===== src/rtl/regfile_sb_pkg.sv =====
// -----------------------------------------------------------------------------
// regfile_sb_pkg
// Shared types and default sizing for the scoreboarded register file.
//   rf_state_e  : controller state (ST_INIT = initialisation sweep, ST_RUN)
//   DEF_DATA_W  : default register width in bits
//   DEF_ADDR_W  : default address width (DEPTH = 2**ADDR_W)
// -----------------------------------------------------------------------------
package regfile_sb_pkg;

    typedef enum logic [0:0] {
        ST_INIT = 1'b0,
        ST_RUN  = 1'b1
    } rf_state_e;

    localparam int DEF_DATA_W = 32;
    localparam int DEF_ADDR_W = 5;

endpackage : regfile_sb_pkg


===== src/rtl/regfile_sb_scoreboard.sv =====
// -----------------------------------------------------------------------------
// regfile_sb_scoreboard
// Pending-bit array for the register file. An issue marks a destination
// register as waiting for its producer; a writeback clears it. When both hit
// the same register in one cycle the issue wins, because it belongs to the
// newer producer. A writeback that finds its register not pending raises a
// sticky error flag that only reset clears.
//
// Ports:
//   clk        : clock, state updates on rising edge
//   rst        : asynchronous active-high reset (clears pending and error)
//   run        : high when the register file is in normal operation
//   iss_valid  : issue strobe
//   iss_addr   : register marked pending by the issue
//   wb_valid   : writeback strobe
//   wb_addr    : register cleared by the writeback
//   pending    : registered pending bit per register
//   err_wb     : registered sticky writeback-to-non-pending flag
// -----------------------------------------------------------------------------
module regfile_sb_scoreboard #(
    parameter int ADDR_W   = 5,
    parameter int ZERO_REG = 1
) (
    input  logic                     clk,
    input  logic                     rst,
    input  logic                     run,
    input  logic                     iss_valid,
    input  logic [ADDR_W-1:0]        iss_addr,
    input  logic                     wb_valid,
    input  logic [ADDR_W-1:0]        wb_addr,
    output logic [(2**ADDR_W)-1:0]   pending,
    output logic                     err_wb
);

    localparam int DEPTH = 2**ADDR_W;

    logic [DEPTH-1:0] pending_r;
    logic [DEPTH-1:0] pending_s;
    logic             err_r;
    logic             err_s;
    logic             iss_ok_s;
    logic             wb_ok_s;

    // Qualify strobes: ignored outside RUN, and register 0 is inert when hardwired
    always_comb begin
        iss_ok_s = 1'b0;
        wb_ok_s  = 1'b0;
        if (run) begin
            iss_ok_s = iss_valid && !((ZERO_REG != 0) && (iss_addr == '0));
            wb_ok_s  = wb_valid  && !((ZERO_REG != 0) && (wb_addr  == '0));
        end else begin
            iss_ok_s = 1'b0;
            wb_ok_s  = 1'b0;
        end
    end

    // Next pending vector: clear first, then set so a coinciding issue wins
    always_comb begin
        pending_s = pending_r;
        if (wb_ok_s) begin
            pending_s[wb_addr] = 1'b0;
        end else begin
            pending_s = pending_r;
        end
        if (iss_ok_s) begin
            pending_s[iss_addr] = 1'b1;
        end else begin
            pending_s[iss_addr] = pending_s[iss_addr];
        end
    end

    // Sticky error: judged against the pending state before this edge
    always_comb begin
        err_s = err_r;
        if (wb_ok_s && !pending_r[wb_addr]) begin
            err_s = 1'b1;
        end else begin
            err_s = err_r;
        end
    end

    // Pending and error registers
    always_ff @(posedge clk or posedge rst) begin
        if (rst) begin
            pending_r <= '0;
            err_r     <= 1'b0;
        end else begin
            pending_r <= pending_s;
            err_r     <= err_s;
        end
    end

    assign pending = pending_r;
    assign err_wb  = err_r;

endmodule : regfile_sb_scoreboard


===== src/rtl/regfile_sb.sv =====
// -----------------------------------------------------------------------------
// regfile_sb
// Register file with a per-register pending scoreboard. After reset an
// initialisation sweep writes one register per cycle (address i gets i, or 0
// when INDEX_INIT=0); ready rises once the sweep has finished. During the
// sweep reads return 0, busy reads 0 and issue/writeback strobes are ignored.
// The storage array is not reset; the sweep rewrites every entry instead.
//
// Optional feature:
//   REGFILE_SB_BYPASS_EN : when defined, a read that matches a writeback in the
//                          same cycle returns wb_data combinationally and busy
//                          shows the pending value after the edge. Undefined:
//                          the read sees the stored value and current pending.
//
// Ports:
//   clk                : clock, rising-edge
//   rst                : asynchronous active-high reset, restarts the sweep
//   ready              : registered, high once the sweep is complete
//   rd_addr1/rd_addr2  : read addresses
//   rd_data1/rd_data2  : combinational read data
//   rd_busy1/rd_busy2  : pending bit of the addressed register
//   iss_valid/iss_addr : mark destination register pending
//   wb_valid/wb_addr/wb_data : write data and clear pending
//   err_wb             : sticky flag, writeback to a non-pending register
// -----------------------------------------------------------------------------
module regfile_sb
    import regfile_sb_pkg::*;
#(
    parameter int DATA_W     = DEF_DATA_W,
    parameter int ADDR_W     = DEF_ADDR_W,
    parameter int INDEX_INIT = 1,
    parameter int ZERO_REG   = 1
) (
    input  logic              clk,
    input  logic              rst,
    output logic              ready,
    input  logic [ADDR_W-1:0] rd_addr1,
    input  logic [ADDR_W-1:0] rd_addr2,
    output logic [DATA_W-1:0] rd_data1,
    output logic [DATA_W-1:0] rd_data2,
    output logic              rd_busy1,
    output logic              rd_busy2,
    input  logic              iss_valid,
    input  logic [ADDR_W-1:0] iss_addr,
    input  logic              wb_valid,
    input  logic [ADDR_W-1:0] wb_addr,
    input  logic [DATA_W-1:0] wb_data,
    output logic              err_wb
);

    localparam int DEPTH = 2**ADDR_W;

    rf_state_e         state_r;
    rf_state_e         state_s;
    logic [ADDR_W-1:0] cnt_r;
    logic [ADDR_W-1:0] cnt_s;
    logic              ready_r;

    logic [DATA_W-1:0] mem_r [DEPTH];
    logic              mem_we_s;
    logic [ADDR_W-1:0] mem_waddr_s;
    logic [DATA_W-1:0] mem_wdata_s;
    logic [DATA_W-1:0] init_val_s;
    logic              wb_drop_s;
    logic              run_s;

    logic [DEPTH-1:0]  pending_s;
    logic [ADDR_W-1:0] raddr_s [2];
    logic [DATA_W-1:0] rdata_s [2];
    logic              rbusy_s [2];

    assign run_s = (state_r == ST_RUN);

    // Sweep value; the size cast zero-extends or truncates the index to DATA_W
    always_comb begin
        init_val_s = '0;
        if (INDEX_INIT != 0) begin
            init_val_s = DATA_W'(cnt_r);
        end else begin
            init_val_s = '0;
        end
    end

    // Next-state logic: advance the sweep, enter RUN after the last address
    always_comb begin
        state_s = state_r;
        cnt_s   = cnt_r;
        case (state_r)
            ST_INIT: begin
                if (cnt_r == ADDR_W'(DEPTH - 1)) begin
                    state_s = ST_RUN;
                    cnt_s   = '0;
                end else begin
                    state_s = ST_INIT;
                    cnt_s   = cnt_r + ADDR_W'(1);
                end
            end
            ST_RUN: begin
                state_s = ST_RUN;
                cnt_s   = '0;
            end
            default: begin
                state_s = ST_INIT;
                cnt_s   = '0;
            end
        endcase
    end

    // State, sweep counter and ready registers
    always_ff @(posedge clk or posedge rst) begin
        if (rst) begin
            state_r <= ST_INIT;
            cnt_r   <= '0;
            ready_r <= 1'b0;
        end else begin
            state_r <= state_s;
            cnt_r   <= cnt_s;
            ready_r <= (state_s == ST_RUN);
        end
    end

    assign ready = ready_r;

    // Hardwired register 0 swallows writebacks
    assign wb_drop_s = (ZERO_REG != 0) && (wb_addr == '0);

    // Single write port shared by the sweep and the writeback path
    always_comb begin
        mem_we_s    = 1'b0;
        mem_waddr_s = '0;
        mem_wdata_s = '0;
        if (state_r == ST_INIT) begin
            mem_we_s    = 1'b1;
            mem_waddr_s = cnt_r;
            mem_wdata_s = init_val_s;
        end else if (wb_valid && !wb_drop_s) begin
            mem_we_s    = 1'b1;
            mem_waddr_s = wb_addr;
            mem_wdata_s = wb_data;
        end else begin
            mem_we_s    = 1'b0;
        end
    end

    // Storage array, intentionally without reset
    always_ff @(posedge clk) begin
        if (mem_we_s) begin
            mem_r[mem_waddr_s] <= mem_wdata_s;
        end
    end

    regfile_sb_scoreboard #(
        .ADDR_W   (ADDR_W),
        .ZERO_REG (ZERO_REG)
    ) u_scoreboard (
        .clk       (clk),
        .rst       (rst),
        .run       (run_s),
        .iss_valid (iss_valid),
        .iss_addr  (iss_addr),
        .wb_valid  (wb_valid),
        .wb_addr   (wb_addr),
        .pending   (pending_s),
        .err_wb    (err_wb)
    );

    assign raddr_s[0] = rd_addr1;
    assign raddr_s[1] = rd_addr2;

    // Read ports: INIT and register 0 read as zero ahead of any bypass
    always_comb begin
        for (int p = 0; p < 2; p++) begin
            rdata_s[p] = '0;
            rbusy_s[p] = 1'b0;
            if (!run_s) begin
                rdata_s[p] = '0;
                rbusy_s[p] = 1'b0;
            end else if ((ZERO_REG != 0) && (raddr_s[p] == '0)) begin
                rdata_s[p] = '0;
                rbusy_s[p] = 1'b0;
`ifdef REGFILE_SB_BYPASS_EN
            end else if (wb_valid && (wb_addr == raddr_s[p])) begin
                // Post-edge view: the writeback clears, a coinciding issue re-sets
                rdata_s[p] = wb_data;
                rbusy_s[p] = iss_valid && (iss_addr == raddr_s[p]);
`endif
            end else begin
                rdata_s[p] = mem_r[raddr_s[p]];
                rbusy_s[p] = pending_s[raddr_s[p]];
            end
        end
    end

    assign rd_data1 = rdata_s[0];
    assign rd_data2 = rdata_s[1];
    assign rd_busy1 = rbusy_s[0];
    assign rd_busy2 = rbusy_s[1];

endmodule : regfile_sb


===== config.mk =====
export PLATFORM = sky130hd
export DESIGN_NAME = regfile_sb
export DESIGN_NICKNAME = d
export VERILOG_FILES = /design/src/rtl/regfile_sb_pkg.sv /design/src/rtl/regfile_sb_scoreboard.sv /design/src/rtl/regfile_sb.sv
export SDC_FILE = /design/constraint.sdc
export NUM_CORES = 1
export LEC_CHECK = 0
export CAP_MARGIN = 10
export CORE_UTILIZATION = 34
export CTS_CLUSTER_DIAMETER = 60
export CTS_CLUSTER_SIZE = 8
export DETAILED_ROUTE_END_ITERATION = 6
export PLACE_DENSITY_LB_ADDON = 0.12
export SLEW_MARGIN = 5
export SYNTH_ARGS = -nofsm -noshare
export SYNTH_HDL_FRONTEND = slang
export SYNTH_SLANG_ARGS = --single-unit

===== constraint.sdc =====
create_clock -name clk -period 8.8 [get_ports clk]
set_input_delay 0.88 -clock clk [delete_from_list [all_inputs] [get_ports clk]]
set_output_delay 0.88 -clock clk [all_outputs]
set_load 0.03 [all_outputs]

==> flow_summary_export.csv, run 1 <==
group,metric,value,unit
sta,worstMarginPinSlew,1150,ps
setup_path,reg2reg_slack,5330,ps
synth,ys_warn_count,0,
synth,yosys_most_used_dff,"edfxtp_1",
floorplan,rows,140,
placed_design,dp_slack,2910,ps
routing,dr.pass1.iters,5,
finish,final_cells,4479,
sta,rsz0062_at_grt,"false",
synth,synth_area,50400,µm²
min_path,hold_path_end,"u_scoreboard.pending[0]",
clock_tree,insertion_delay,750,ps
finish,final_cell_mix,"1024 x edfxtp_1, 664 x mux4_2, 161 x clkbuf_16, 113 x clkdlybuf4s50_1, 92 x nor2_1",
pwr,cellLeakagePower,19.6,nW
floorplan,ios,124,
sta,fin_crit,5780,ps
finish,design_area,58400,µm²
global_route,grt_usage,21.8,%
setup_path,crit_family,"buffers and inverters",
finish,drive_gt1_share,37.5,%
floorplan,dieArea,150000,µm²
setup_path,endpoint_kind,"primary output",
global_route,antenna_found_initial,1,
synth,synth_edf_count,1024,
sta,setup_violations,0,
sta,setup_tns,0,ps
sta,worst_slack,3020,ps
sta,finalClockSkew,15.1,ps
pwr,vdd_ir_drop_max,0.193,mV
setup_path,cpMostUsedCell,"mux4_2",
sta,maxSlewHeadroom,23.2,%
floorplan,die-width,387,µm
routing,first_iter_violations,2577,
placed_design,place_area,54100,µm²
synth,synthCells,2374,
min_path,worst_hold_path.num_cells,0,
setup_path,crit_slowest_cell,"buf_4",
clock_tree,cts_inserted_buffers,155,
setup_path,crit_path_cell_trace,"buf_8 -> buf_4 -> mux4_2 -> mux4_2 -> mux2i_1 -> nor2_1 -> clkdlybuf4s50_1",
synth,synth.ff_latch_count,1063,
sta,hold_viol,0,
setup_path,r2r-end,"u_scoreboard.pending[22]",
pwr,p_per_area,208,nW/µm²
min_path,hp-class,"register to register",
synth,ys_types,65,
routing,wire_per_inst,36.1,µm
routing,viasPerCell,6.10,
min_path,hold_start,"u_scoreboard.pending[0]",
global_route,grt_pass1_wl,229000,µm
finish,utilization,39.8,%
setup_path,cp_max_fo,65,
finish,finalNetCount,2588,
synth,ys_seq_area_share,62.9,%
routing,wirelength,162000,µm
routing,drc,0,
placed_design,dpl.cell_count,4289,
clock_tree,cts_resized,0,
placed_design,hpwl,85200,µm
clock_tree,cts-root-buf,"clkbuf_16",
global_route,overflow,0,
clock_tree,cts_tree,"yes",
sta,finalMaxSlewViolations,0,
clock_tree,clk_pin_slew_worst_paths,50,ps
sta,fin_crit_sh,65.6,%
routing,drtAntennaViolNets,0,
global_route,grt_pass1_vias,29537,
clock_tree,cts_max_path_buffers,3,
floorplan,core_area,146000,µm²
global_route,grt_start_max_net_pins,102,
synth,syn_nets,2432,
outcome,outcome,"complete, no violations",
setup_path,path_buf_inv,3,
setup_path,worstPathArrival,4900,ps
run,max_cap_violations,0,
floorplan,dieHeight,387,µm
clock_tree,ctsHoldBuffers,0,
setup_path,worstRegToRegCells,7,
floorplan,start_util,34.4,%
setup_path,max_stage_delay,860,ps
placed_design,gp_congestion,0.842,
finish,final_common_cell,"edfxtp_1",
pwr,power.total,12.1,mW
setup_path,cp.required,7920,ps
routing,vias,27305,
setup_path,critPathKind,"primary input to primary output",
clock_tree,cts_setup_buffers,0,
setup_path,r2r_start,"ready",
placed_design,port_buffers,123,
sta,holdWs,461,ps
setup_path,start_kind,"primary input",
sta,max_freq,0.173,GHz
finish,area_growth,15.7,%
clock_tree,clock-sinks,1063,
synth,synthArstFlopShare,3.67,%
clock_tree,htreeDepth,4,
synth,syn_avg_cell_area,21.2,µm²
[report_power, final]
part	switching, mW	internal [mW]	total (mW)	leakage [nW]
Clock	2.12	3.27	5.39	2.08
Combinational	0.630	0.468	1.10	6.53
Sequential	0.0415	5.61	5.65	11.0
[logic make-up (layout without fill, tap and decap cells)]
logic type,Yosys count,count (layout),synth area share [%]
mux,745,745,31.4
compound gates,110,110,1.46
flops,1063,1063,62.9
other cells,0,1,0
fa+ha+maj,2,2,0.0496
simple gates,255,255,2.44
xor+xnor,2,2,0.0347
buf+inv,197,384,1.67
[sequential cells by signal (all words and copies together), names as in the netlist]
name                  count
ready                     1
u_scoreboard.pending     32
mem_r                  1024
cnt_r                     5
u_scoreboard.err_wb       1
[worst max-delay path by stage]
| stage | startpoint | to | depth (start not counted) |
|---|---|---|---|
| floorplan | wb_addr[2] | mem_r[0][0] | 6 |
| global placement | rd_addr1[0] | rd_data1[3] | 7 |
| detailed placement | rd_addr1[0] | rd_data1[3] | 7 |
| CTS | rd_addr1[0] | rd_data1[3] | 7 |
| global route | rd_addr1[0] | rd_data1[3] | 7 |
| finish | rd_addr1[0] | rd_data1[3] | 7 |
[Yosys cell counts, types with 7 or more instances]
| library cell | n | area (µm²) |
|---|---|---|
| buf_2 | 66 | 330 |
| a21oi_1 | 18 | 90.1 |
| edfxtp_1 | 1024 | 30700 |
| clkbuf_1 | 105 | 394 |
| and2_1 | 31 | 194 |
| mux2i_1 | 76 | 761 |
| a31oi_1 | 9 | 56.3 |
| nor2_1 | 124 | 465 |
| o211ai_1 | 9 | 67.6 |
| nand3_1 | 8 | 40.0 |
| nand2_1 | 47 | 176 |
| nor3_1 | 7 | 35.0 |
| mux4_2 | 664 | 15000 |
| o21ai_0 | 24 | 120 |
| dfrtp_1 | 39 | 976 |
| buf_1 | 15 | 56.3 |
[worst reg2reg max path, stage by stage (launching register included)]
cell and delay [ps]:
dfrtp_1 320, buf_4 350, nand4b_1 640, o21ai_0 440
o21ai_0 140, a32o_1 340, nor4_4 810, a32oi_1 240
[layout make-up]
type,instances,area (µm²)
Tap cell,1917,2400
Clock inverter,16,181
Multi-Input combinational cell,1114,18100
Sequential cell,1063,31700
Timing Repair Buffer,189,1810
Clock buffer,172,4070
Inverter,7,26.3
Fill cell,12896,88100
Antenna cell,1,2.50
[routing by layer]
layer / wire length (µm) / GRT usage [%] / part of all wire, %
met3: 7900 / 3.25 / 4.9
met4: 3410 / 5.82 / 2.1
met1: 70500 / 30.5 / 44
met5: 0 / 0 / 0
met2: 79800 / 35.6 / 49
Power figures use the tool's default switching activity.
==> run 2: changes to the inputs <==
==> constraint.sdc (replaced) <==
create_clock -name clk -period 5.1 [get_ports clk]
set_input_delay 0.51 -clock clk [delete_from_list [all_inputs] [get_ports clk]]
set_output_delay 0.51 -clock clk [all_outputs]
set_load 0.03 [all_outputs]
==> run 2 against run 1 <==
  * Cell count up 1.4%
  * Sequential share of layout area down 0.81 points
  * Highest routed layer is now met5
  * Critical path type unchanged
  * Global-route usage down 0.21 points
  * Cell area up 1.5%
  * Core utilization up 0.60 points
  * Die area unchanged
  * Sequential cell count unchanged
  * Via count up 0.21%
  * Power up 73%
  * Combinational power up 75%
  * Sequential power up 73%
  * Clock power up 73%
  * Critical endpoint is now rd_data2[22]
==> flow_summary_export.csv, run 2 (synthesized netlist as in run 1, its figures left out) <==
group,metric,value,unit
outcome,outcome,"complete, no violations",
floorplan,ios,124,
sta,rsz0062_at_grt,"false",
sta,finalMaxSlewViolations,0,
setup_path,worstPathArrival,3700,ps
clock_tree,cts_setup_buffers,0,
finish,design_area,59200,µm²
setup_path,worstRegToRegCells,5,
setup_path,critPathKind,"primary input to primary output",
setup_path,crit_path_cell_trace,"buf_8 -> buf_4 -> mux4_2 -> mux4_2 -> mux2i_1 -> nor2_1 -> clkdlybuf4s50_1",
global_route,grt_pass1_vias,29478,
finish,final_cell_mix,"1024 x edfxtp_1, 664 x mux4_2, 158 x clkbuf_16, 113 x clkdlybuf4s50_1, 92 x nor2_1",
global_route,grt_usage,21.6,%
finish,multi_input_area,18100,µm²
finish,largest_reg_flops,1024,
floorplan,die-width,387,µm
global_route,grt_start_max_net_pins,103,
clock_tree,cts_tree,"yes",
clock_tree,clk_pin_slew_worst_paths,50,ps
placed_design,gp_congestion,0.843,
sta,setup_violations,0,
routing,wirelength,160000,µm
sta,holdWs,172,ps
clock_tree,htreeDepth,4,
clock_tree,insertion_delay,790,ps
floorplan,dieHeight,387,µm
clock_tree,cts_max_path_buffers,3,
clock_tree,clock-sinks,1063,
routing,dr.pass1.iters,7,
routing,first_iter_violations,2509,
routing,viasPerCell,6.02,
sta,finalClockSkew,21.3,ps
setup_path,cp.depth,7,
global_route,grt_pass1_wl,227000,µm
floorplan,start_util,34.4,%
placed_design,hpwl,90500,µm
run,max_cap_violations,0,
setup_path,cpMostUsedCell,"mux4_2",
finish,final_common_cell,"edfxtp_1",
min_path,hp-class,"primary input to async pin",
setup_path,endpoint_kind,"primary output",
finish,n_fill_cell,12829,
clock_tree,cts-root-buf,"clkbuf_16",
sta,max_freq,0.238,GHz
finish,area_growth,17.5,%
finish,finalNetCount,2643,
sta,worst_slack,894,ps
finish,drive_gt1_share,38.9,%
setup_path,cp_max_fo,102,
sta,worstMarginPinSlew,1270,ps
finish,largest_register,"mem_r",
setup_path,reg2reg_slack,1280,ps
pwr,cellLeakagePower,20.0,nW
pwr,p_per_area,355,nW/µm²
setup_path,r2r_start,"ready",
placed_design,port_buffers,123,
setup_path,crit_end,"rd_data2[22]",
sta,fin_crit_sh,82.5,%
floorplan,core_area,146000,µm²
finish,regArea,31700,µm²
floorplan,rows,140,
setup_path,path_buf_inv,3,
clock_tree,cts_inserted_buffers,157,
finish,utilization,40.4,%
global_route,antenna_found_initial,2,
sta,fin_crit,4210,ps
setup_path,start_kind,"primary input",
global_route,overflow,0,
setup_path,max_stage_delay,670,ps
sta,hold_viol,0,
setup_path,cp.required,4590,ps
setup_path,crit_family,"buffers and inverters",
placed_design,dp_slack,891,ps
routing,vias,27361,
routing,drc,0,
routing,wire_per_inst,35.2,µm
placed_design,place_area,54900,µm²
setup_path,r2r-end,"mem_r[10][24]",
clock_tree,cts_resized,0,
setup_path,crit_slowest_cell,"buf_8",
pwr,vdd_ir_drop_max,0.250,mV
setup_path,crit_start,"rd_addr2[1]",
clock_tree,ctsHoldBuffers,0,
sta,maxSlewHeadroom,15.0,%
floorplan,dieArea,150000,µm²
routing,drtAntennaViolNets,0,
sta,setup_tns,0,ps
run 2: changes by cell type in the layout (fill, tap and decap cells not counted), sizes merged:
cell / delta
buf: +53
clkinv: +10
clkbuf: -2
inv: +2
bufinv: -1
clkinvlp: +1
run 2: where the power goes:
| part | total (mW) | switching (mW) | leakage (nW) | internal [mW] |
|---|---|---|---|---|
| logic | 1.93 | 1.09 | 6.91 | 0.845 |
| clock network | 9.34 | 3.77 | 2.10 | 5.58 |
| registers | 9.76 | 0.0746 | 11.0 | 9.68 |
run 2: worst min-delay path by stage:
stage                             from  depth (start not counted)                       end  slack (ps)
2_1_floorplan  u_scoreboard.pending[0]                          1   u_scoreboard.pending[0]         480
3_3_place_gp   u_scoreboard.pending[0]                          0   u_scoreboard.pending[0]         470
3_5_place_dp   u_scoreboard.pending[0]                          0   u_scoreboard.pending[0]         480
4_1_cts                            rst                          3  u_scoreboard.pending[18]         120
5_1_grt                            rst                          3   u_scoreboard.pending[6]         190
6_report                           rst                          3  u_scoreboard.pending[22]         170
run 2: layout make-up:
class                           instances  share of cell area, %
Sequential cell                      1063                   53.6
Multi-Input combinational cell       1114                   30.6
Clock buffer                          170                   6.78
Timing Repair Buffer                  242                   4.45
Tap cell                             1917                   4.05
Clock inverter                         28                  0.477
Inverter                                7                 0.0444
Antenna cell                            1                0.00422
run 2: metrics by stage:
stage | power (mW) | instances
after floorplan | 11.1 | 2374
after global placement | 11.9 | 4343
after detailed placement | 11.9 | 4343
after CTS | 21.3 | 4541
after global routing | 21.7 | 4541
final | 21.0 | 4542
run 2: metal layers:
layer | vias to the layer above | wire length, µm | part of all wire (%) | GRT usage (%)
met1 | 15213 | 66700 | 42 | 29.1
li1 | 10839 | - | - | -
met2 | 1061 | 79300 | 50 | 35.4
met3 | 246 | 9460 | 5.9 | 4.03
met4 | 2 | 4260 | 2.7 | 6.79
met5 | - | 7 | 0.0044 | 0
run 2: worst register-to-register path, delay by kind of cell (launching register included):
kind / cells / cell delay, ps
buf+inv: 1 / 480
compound gates: 1 / 460
simple gates: 3 / 1650
flops: 1 / 880
